## src/rtl/img_pkg.sv

```systemverilog
// Shared types and elaboration-time helpers for the image window address sequencer.
// Geometry math lives here so the top and any future consumers agree on it.
package img_pkg;

    typedef enum logic [1:0] {
        IDLE  = 2'd0,
        RUN   = 2'd1,
        DRAIN = 2'd2
    } state_t;

    function automatic int calc_wout(input int win, input int k, input int stride);
        return (win - k) / stride + 1;
    endfunction

    function automatic int calc_wbeats(input int k, input int ch);
        return k * k * ch;
    endfunction

    function automatic int calc_total(input int win, input int k, input int stride, input int ch);
        return calc_wout(win, k, stride) * calc_wout(win, k, stride) * calc_wbeats(k, ch);
    endfunction

    // Bits needed to hold 0..max; a zero-range counter still gets one bit.
    function automatic int cnt_width(input int max);
        return (max > 0) ? $clog2(max + 1) : 1;
    endfunction

    // Channel-planar, row-major image layout.
    function automatic int unsigned compose_addr(
        input int unsigned ch,
        input int unsigned orow,
        input int unsigned ocol,
        input int unsigned kr,
        input int unsigned kc,
        input int unsigned win,
        input int unsigned stride
    );
        return ch * win * win + (orow * stride + kr) * win + (ocol * stride + kc);
    endfunction

endpackage

```

## src/rtl/wrap_counter.sv

```systemverilog
// Modulo-(MAX+1) counter whose wrap output carries into the next counter of a chain.
module wrap_counter #(
    parameter int MAX = 1,
    parameter int W   = 1
) (
    input  logic         clk,
    input  logic         rst,
    input  logic         clr,
    input  logic         en,
    output logic [W-1:0] cnt,
    output logic         wrap
);

    assign wrap = en && (cnt == W'(MAX));

    always_ff @(posedge clk) begin
        if (rst || clr) begin
            cnt <= '0;
        end else if (en) begin
            cnt <= wrap ? '0 : cnt + W'(1);
        end
    end

endmodule

```

## src/rtl/img_win_addr_gen.sv

```systemverilog
// Walks a CH x WIN x WIN image in convolution-window order and drives the ROM address,
// with sideband flags delayed one extra cycle to line up with the ROM's registered data.
module img_win_addr_gen
    import img_pkg::*;
#(
    parameter int ADDR   = 18,
    parameter int CH     = 3,
    parameter int WIN    = 256,
    parameter int K      = 3,
    parameter int STRIDE = 2
) (
    input  logic            clk,
    input  logic            rst,
    input  logic            start,
    input  logic            ready,
    output logic            busy,
    output logic            done,
    output logic [ADDR-1:0] address,
    output logic            pix_valid,
    output logic            win_first,
    output logic            win_last,
    output logic            img_last
);

    localparam int WOUT = calc_wout(WIN, K, STRIDE);
    localparam int M01  = (K > CH) ? K - 1 : CH - 1;
    localparam int MAXC = (M01 > WOUT - 1) ? M01 : WOUT - 1;
    localparam int DW   = cnt_width(MAXC);

    generate
        if ((longint'(CH) * WIN * WIN > (longint'(1) << ADDR)) || (K > WIN)) begin : g_param_err
            $error("img_win_addr_gen: image exceeds ROM address space or K > WIN");
        end
    endgenerate

    state_t          state_reg;
    logic            issue;
    logic            clr;
    logic [4:0]      en;
    logic [4:0]      wrap;
    logic [DW-1:0]   cnt [5];
    logic            is_first;
    logic            is_last;
    logic            is_imglast;
    logic            iss_reg;
    logic            first_reg;
    logic            last_reg;
    logic            imglast_reg;

    assign issue = (state_reg == RUN) && ready;
    assign clr   = (state_reg == IDLE) && start;
    assign busy  = (state_reg != IDLE);

    // Chain order, innermost first: kc, kr, ch, ocol, orow.
    assign en[0] = issue;
    genvar gi;
    generate
        for (gi = 0; gi < 5; gi++) begin : g_cnt
            localparam int LMAX = (gi < 2) ? K - 1 : (gi == 2) ? CH - 1 : WOUT - 1;
            if (gi > 0) begin : g_carry
                assign en[gi] = wrap[gi-1];
            end
            wrap_counter #(
                .MAX (LMAX),
                .W   (DW)
            ) u_cnt (
                .clk  (clk),
                .rst  (rst),
                .clr  (clr),
                .en   (en[gi]),
                .cnt  (cnt[gi]),
                .wrap (wrap[gi])
            );
        end
    endgenerate

    assign is_first   = (cnt[0] == '0) && (cnt[1] == '0) && (cnt[2] == '0);
    assign is_last    = (cnt[0] == DW'(K - 1)) && (cnt[1] == DW'(K - 1)) && (cnt[2] == DW'(CH - 1));
    // The outermost wrap fires only when every counter sits at its max during an issue.
    assign is_imglast = wrap[4];

    always_ff @(posedge clk) begin
        if (rst) begin
            state_reg   <= IDLE;
            address     <= '0;
            iss_reg     <= 1'b0;
            first_reg   <= 1'b0;
            last_reg    <= 1'b0;
            imglast_reg <= 1'b0;
            pix_valid   <= 1'b0;
            win_first   <= 1'b0;
            win_last    <= 1'b0;
            img_last    <= 1'b0;
            done        <= 1'b0;
        end else begin
            iss_reg     <= issue;
            first_reg   <= issue && is_first;
            last_reg    <= issue && is_last;
            imglast_reg <= is_imglast;
            if (issue) begin
                address <= ADDR'(compose_addr(32'(cnt[2]), 32'(cnt[4]), 32'(cnt[3]),
                                              32'(cnt[1]), 32'(cnt[0]), WIN, STRIDE));
            end
            pix_valid <= iss_reg;
            win_first <= first_reg;
            win_last  <= last_reg;
            img_last  <= imglast_reg;
            done      <= (state_reg == DRAIN);
            case (state_reg)
                IDLE:    if (start) state_reg <= RUN;
                RUN:     if (is_imglast) state_reg <= DRAIN;
                DRAIN:   state_reg <= IDLE;
                default: state_reg <= IDLE;
            endcase
        end
    end

endmodule

```

## config.mk

```make
export PLATFORM = sky130hd
export DESIGN_NAME = img_win_addr_gen
export DESIGN_NICKNAME = d
export VERILOG_FILES = /design/src/rtl/img_pkg.sv /design/src/rtl/wrap_counter.sv /design/src/rtl/img_win_addr_gen.sv
export SDC_FILE = /design/constraint.sdc
export NUM_CORES = 1
export LEC_CHECK = 0
export CAP_MARGIN = 20
export CORE_MARGIN = 4
export CORE_UTILIZATION = 35
export CTS_CLUSTER_DIAMETER = 200
export DETAILED_ROUTE_END_ITERATION = 16
export GPL_TIMING_DRIVEN = 0
export RECOVER_POWER = 50
export SKIP_LAST_GASP = 1
export SLEW_MARGIN = 20
export SYNTH_ARGS = -nofsm -noshare
export SYNTH_HDL_FRONTEND = slang
export SYNTH_SLANG_ARGS = --single-unit
```

## constraint.sdc

```tcl
create_clock -name clk -period 6.4 [get_ports clk]
set_clock_uncertainty 0.15 [all_clocks]
set_input_delay 1.28 -clock clk [delete_from_list [all_inputs] [get_ports clk]]
set_output_delay 1.28 -clock clk [all_outputs]
set_load 0.005 [all_outputs]
```

# [After elaboration in Yosys (flattened, before gate mapping)]
# Index checks and enable logic that the tools add are counted.
[op_classes] reduce_logical=20 shift=0 mul=0 n_addsub=9 n_lt_le_gt_ge=0 bitwise_logic=0 div=0 n_eq_ne=9 mux=8
[op_table] cell="$add 7x1->7 const B" n=5
[op_table] cell="$mux 7" n=5
[op_table] cell="$eq 7x2->1 const B" n=3
[op_table] cell="$logic_not 7->1" n=3
[op_table] cell="$add 18x17->18" n=1
[op_table] cell="$add 18x9->18" n=1
[op_table] cell="$add 8x7->9" n=2
[op_table] cell="$eq 7x7->1 const B" n=2
[op_table] cell="$logic_and 1x1->1" n=13
[op_table] cell="$mux 2" n=2
[op_table] cell="$pmux 2 s2" n=1
[op_table] cell="$eq 2x1->1 const B" n=1
[op_table] cell="$eq 2x2->1 const B" n=1
[op_table] cell="$logic_not 2->1" n=1
[op_table] cell="$ne 2x1->1 const B" n=1
[op_table] cell="$ne 2x2->1 const B" n=1
[op_table] cell="$reduce_and 2->1" n=1
[op_table] cell="$reduce_bool 2->1" n=1
[op_table] cell="$logic_or 1x1->1" n=1
[totals] ramBits=0 memories=0 reg_bits=64 rom_bits=0 latch_bits=0

# [Depth between registers and ports, before layout]
# Gate-level depths: netlist (run 1).
[depth] ltp_word=9 depth_mapped=10

# [Cells and area by module]
# A second synthesis (run 1) with hierarchy kept.
[hier_totals] hier_cells=405 area_unflattened_um2=3584.7
[by_module_without_submodules] mod="img_win_addr_gen" cells_each=203 n_inst=1 area_per_inst_um2=1755.4 seq_area_each_um2=580.6
[by_module_without_submodules] mod="wrap_counter at g_cnt[0].u_cnt ..." cells_each=36 n_inst=3 area_per_inst_um2=342.8 seq_area_each_um2=140.1
[by_module_without_submodules] mod="wrap_counter at g_cnt[3].u_cnt ..." cells_each=47 n_inst=2 area_per_inst_um2=400.4 seq_area_each_um2=140.1

# [Worst setup path before layout (run 1)]
# OpenSTA, ideal clock, no wires.
[synth_timing] kind="input port to flip-flop" from="input ready" to="register g_cnt[4].u_cnt.cnt[0]" arrival_time_ns=3.082 t_required_ns=6.179 path_buffers=3 slack_ns=3.097 path_stages=9 setup_time_ns=0.071 path_cell_list="and3b_1 clkbuf_1 and4_1 buf_2 nand3_4 or3_1 buf_2 or4_1 a21oi_1"
[synth_via] elab_chain_cells=7
[synth_rtl] item="from (decl)" line="img_win_addr_gen.sv:15" rtl="input logic ready,"
[synth_rtl] item="$logic_and 1x1->1 *" line="img_win_addr_gen.sv:50" rtl="assign issue = (state_reg == RUN) && ready;"
[synth_rtl] item="$logic_and 1x1->1 * (4 in a row)" line="wrap_counter.sv:14" rtl="assign wrap = en && (cnt == W'(MAX));"
[synth_rtl] item="$logic_and 1x1->1" line="wrap_counter.sv:14"
[synth_rtl] item="$mux 7" line="wrap_counter.sv:20" rtl="cnt <= wrap ? '0 : cnt + W'(1);"
[synth_rtl] item="to (signal assigned)" line="wrap_counter.sv:20"
[synth_rtl] item="to (decl)" line="wrap_counter.sv:10" rtl="output logic [W-1:0] cnt,"
# Mark *: on every way between the ends. The rest lies on a longest branch, timed or not.
# A chain may end at the register's enable or synchronous reset.

# [Worst setup path in the final report (run 1)]
[layout_timing] from="input ready" to="register g_cnt[4].u_cnt.cnt[6]"
# The elaborated chain is that of the path after synthesis.

==> metrics.md, run 1 <==
| Metric | Value |
|---|---|
| Number of flops mapped to enable cells by yosys | `0` |
| Least-Margin Pin Slew | `968 ps` |
| Area Growth Syn to Fin | `18.2%` |
| Via count | `2904` |
| Sink Count | `64` |
| CTS tree | `built` |
| CORE AREA | `9420 µm²` |
| Initial antenna violation count | `0` |
| # resized after CTS | `0` |
| Row cnt | `35` |
| Postcts setup bufs | `0` |
| Min-delay worst type | `reg2reg` |
| Yosys top cell area share | `37.3%` |
| Total gr overflow | `0` |
| Share of post-route cells with drive strength above 1 | `6.36%` |
| Total wire length | `8.01 mm` |
| FF-to-FF setup slack | `3130 ps` |
| Required @ worst endpoint | `6480 ps` |
| Starting Density | `36.5%` |
| Design area | `4060 µm²` |
| Worst Path Class, Setup | `in2reg` |
| Worst-path clk slew | `80 ps` |
| Root buffer cell | `clkbuf_8` |
| DPL Wire Length | `6.09 mm` |
| I/O pin total | `28` |
| Die extent in x | `107 µm` |
| Count of final setup violators | `0` |
| Max reg flops | `35` |
| Worst path most repeated cell | `clkbuf_1` |
| Power per Cell Area | `194 nW/µm²` |
| WL per Instance | `14.1 µm` |
| Async SR Flop Fraction | `0%` |
| Period Utilization, post-route | `63.6%` |
| Yosys warnings | `0` |
| DIE HEIGHT | `107 µm` |
| Post-DRT Antenna Nets | `0` |
| CTS Buffer Depth | `2` |
| Top_reg_cell synth | `dfxtp_1` |
| Slew headroom | `33.8%` |
| Vias in the first global route | `2681` |
| Area contributors post-synth | `dfxtp_1 (37%), ha_1 (9.5%), xor2_1 (6.1%)` |
| WP data arrival | `4150 ps` |
| Final Hold Fails | `0` |
| Hold bufs inserted after CTS | `0` |
| RSZ-0062 raised after global routing | `false` |
| Max-cap violations | `0` |
| Mapped cell area | `3430 µm²` |
| Fin crit period | `4070 ps` |
| Outcome | `complete, no violations` |
| Syn Area/Cell | `8.65 µm²` |
| H-tree depth | `3` |
| Routability congestion estimate | `0.885` |
| Post-synthesis sequential area ratio | `37.3%` |
| Number of port buffers | `27` |
| First-pass GRT wire length | `13.4 mm` |
| Worst R2R Path Depth | `8` |
| DRC Markers | `0` |
| Nets | `467` |
| Syn nets | `429` |
| CP Capture Type | `flop` |
| Setup crit start kind | `input port` |
| Fmax | `246 MHz` |
| Most frequent cells in the layout | `dfxtp_1 (64), nor2_1 (44), nand2_1 (44)` |
| Post-DP Area | `3860 µm²` |
| Hold Path Cell Cnt | `1` |
| Yosys cell types | `56` |
| Worst-path cell with the longest stage delay | `dlygate4sd3_1` |
| P_leak | `1.64 nW` |
| Most common cell after layout, fill and taps aside | `dfxtp_1` |
| Worst R2R End | `address[15]` |
| Worst-Skew Late Latency | `340 ps` |
| Crit Path Max Fanout | `10` |
| Vias per cell | `5.10` |
| GRT Total Usage | `14.8%` |
| WHS Endpoint | `img_last` |
| Post-Synthesis Cells | `397` |
| Die area | `11500 µm²` |
| Antenna cells | `0` |
| Pin count of the biggest net entering global routing | `13` |
| Initial DRT Pass Iterations | `4` |
| Leading area contributor after synthesis | `dfxtp_1` |
| Peak VDD IR | `0.103 mV` |
| TNS Setup | `0 ps` |
| TritonCTS buffer count | `9` |
| Worst r2r src | `g_cnt[1].u_cnt.cnt[1]` |
| Hold path start | `imglast_reg` |
| Slew Limit Fails | `0` |
| Crit path cell chain | `dlygate4sd3_1 -> and3b_1 -> clkbuf_1 -> and4_1 -> clkbuf_1 -> and3_2 -> nor3b_2 -> nor4bb_1 -> o22ai_1` |
| Largest stage delay, worst path | `540 ps` |
| Yosys reg bits | `64` |
| Iteration-0 DRC Markers | `140` |
| Fin Hold WS | `289 ps` |
## critical path: cells and delay by family
kind	cells	cell delay [ps]
AOI/OAI and AO/OA	1	120
and+or+nand+nor	5	1570
buffers and inverters	3	1170
## report_power, final
part | internal (mW) | switching [mW] | total, mW
Combinational | 0.0122 | 0.0212 | 0.0334
Clock | 0.180 | 0.170 | 0.350
Sequential | 0.403 | 0.00253 | 0.405
## per-layer routing
metal | global-route usage [%] | wire [µm] | vias to the layer above
met1 | 19.7 | 4000 | 1350
met4 | 3.84 | 87 | 0
li1 | - | - | 1507
met2 | 23.9 | 3630 | 40
met3 | 3.61 | 291 | 7
met5 | 0 | 0 | -
## cells in the mapped netlist (2+ instances only)
cell / number
xnor2_1: 11
nor2b_1: 6
fa_1: 2
o21ai_1: 2
a21oi_1: 27
inv_1: 14
nand3_1: 11
o31ai_1: 2
nor4_1: 5
ha_1: 26
a221oi_1: 2
xor2_1: 24
o211ai_1: 2
and3_1: 5
and4_1: 4
a211oi_1: 10
nand4_1: 16
nand2_1: 44
or2_2: 3
dfxtp_1: 64
a31oi_1: 3
o21ai_0: 7
o311a_1: 2
or4_1: 3
buf_2: 2
nor3b_1: 3
and2_1: 3
a211o_1: 2
nor2_1: 44
or3_1: 4
a21o_1: 4
clkbuf_1: 9
nor3_1: 8
## through the flow
step	setup slack, ps	utilization, %	instances	power, mW
after floorplan	3100	-	397	0.432
after global placement	2240	41.0	553	0.451
after detailed placement	2220	41.0	553	0.451
after CTS	2580	43.1	569	0.798
after global routing	2140	43.1	569	0.822
final	2330	43.1	569	0.789
## cell families (layout without fill, tap and decap cells)
logic type | count (synthesis) | in the layout | share of synthesized area [%]
and+or+nand+nor | 169 | 169 | 25.5
buffers and inverters | 25 | 68 | 2.81
adders and majority gates | 28 | 28 | 10.6
xor gates and xnor gates | 35 | 35 | 8.93
AOI/OAI and AO/OA | 75 | 75 | 14.5
muxes | 1 | 1 | 0.292
DFF | 64 | 64 | 37.3
## cell type report
type                       instances  area (µm²)
timing repair buffer              27         270
inverter                          14        52.6
buffer                            11        42.5
multi-input combinational        308        2060
fill                             967        5360
sequential                        64        1280
clock inverter                     7        71.3
tap                              129         161
clock buffer                       9         124
## how the worst max path moves through the flow
stage | to | slack, ps | startpoint
after global placement | g_cnt[4].u_cnt.cnt[6] | 2240 | ready
after detailed placement | g_cnt[4].u_cnt.cnt[6] | 2220 | ready
final | g_cnt[4].u_cnt.cnt[6] | 2330 | ready
after CTS | g_cnt[4].u_cnt.cnt[6] | 2580 | ready
after global routing | g_cnt[4].u_cnt.cnt[6] | 2140 | ready
after floorplan | g_cnt[4].u_cnt.cnt[0] | 3100 | ready
Power figures use the tool's default switching activity.
==> run 2, diff against run 1 <==
Clock period 6.4 ns to 4.1 ns, I/O delays scaled along.
==> results of run 2 <==
The final DEF is identical to that of run 1. Status: complete, no violations.
Main changes from that run: setup slack after placement 2220 ps -> 385 ps; setup slack after layout 2330 ps -> 487 ps; register-to-register setup slack 3130 ps -> 830 ps; total power 0.789 mW -> 1.23 mW; worst IR drop on VDD 0.103 mV -> 0.161 mV
==> run 3, diff against run 2 <==
Settings changed: ABC_CLOCK_PERIOD_IN_PS set to 4100.
==> results of run 3 <==
The final DEF is identical to that of run 1. Status: complete, no violations.
Main changes from that run: setup slack after placement 2220 ps -> 385 ps; setup slack after layout 2330 ps -> 487 ps; register-to-register setup slack 3130 ps -> 830 ps; total power 0.789 mW -> 1.23 mW; worst IR drop on VDD 0.103 mV -> 0.161 mV
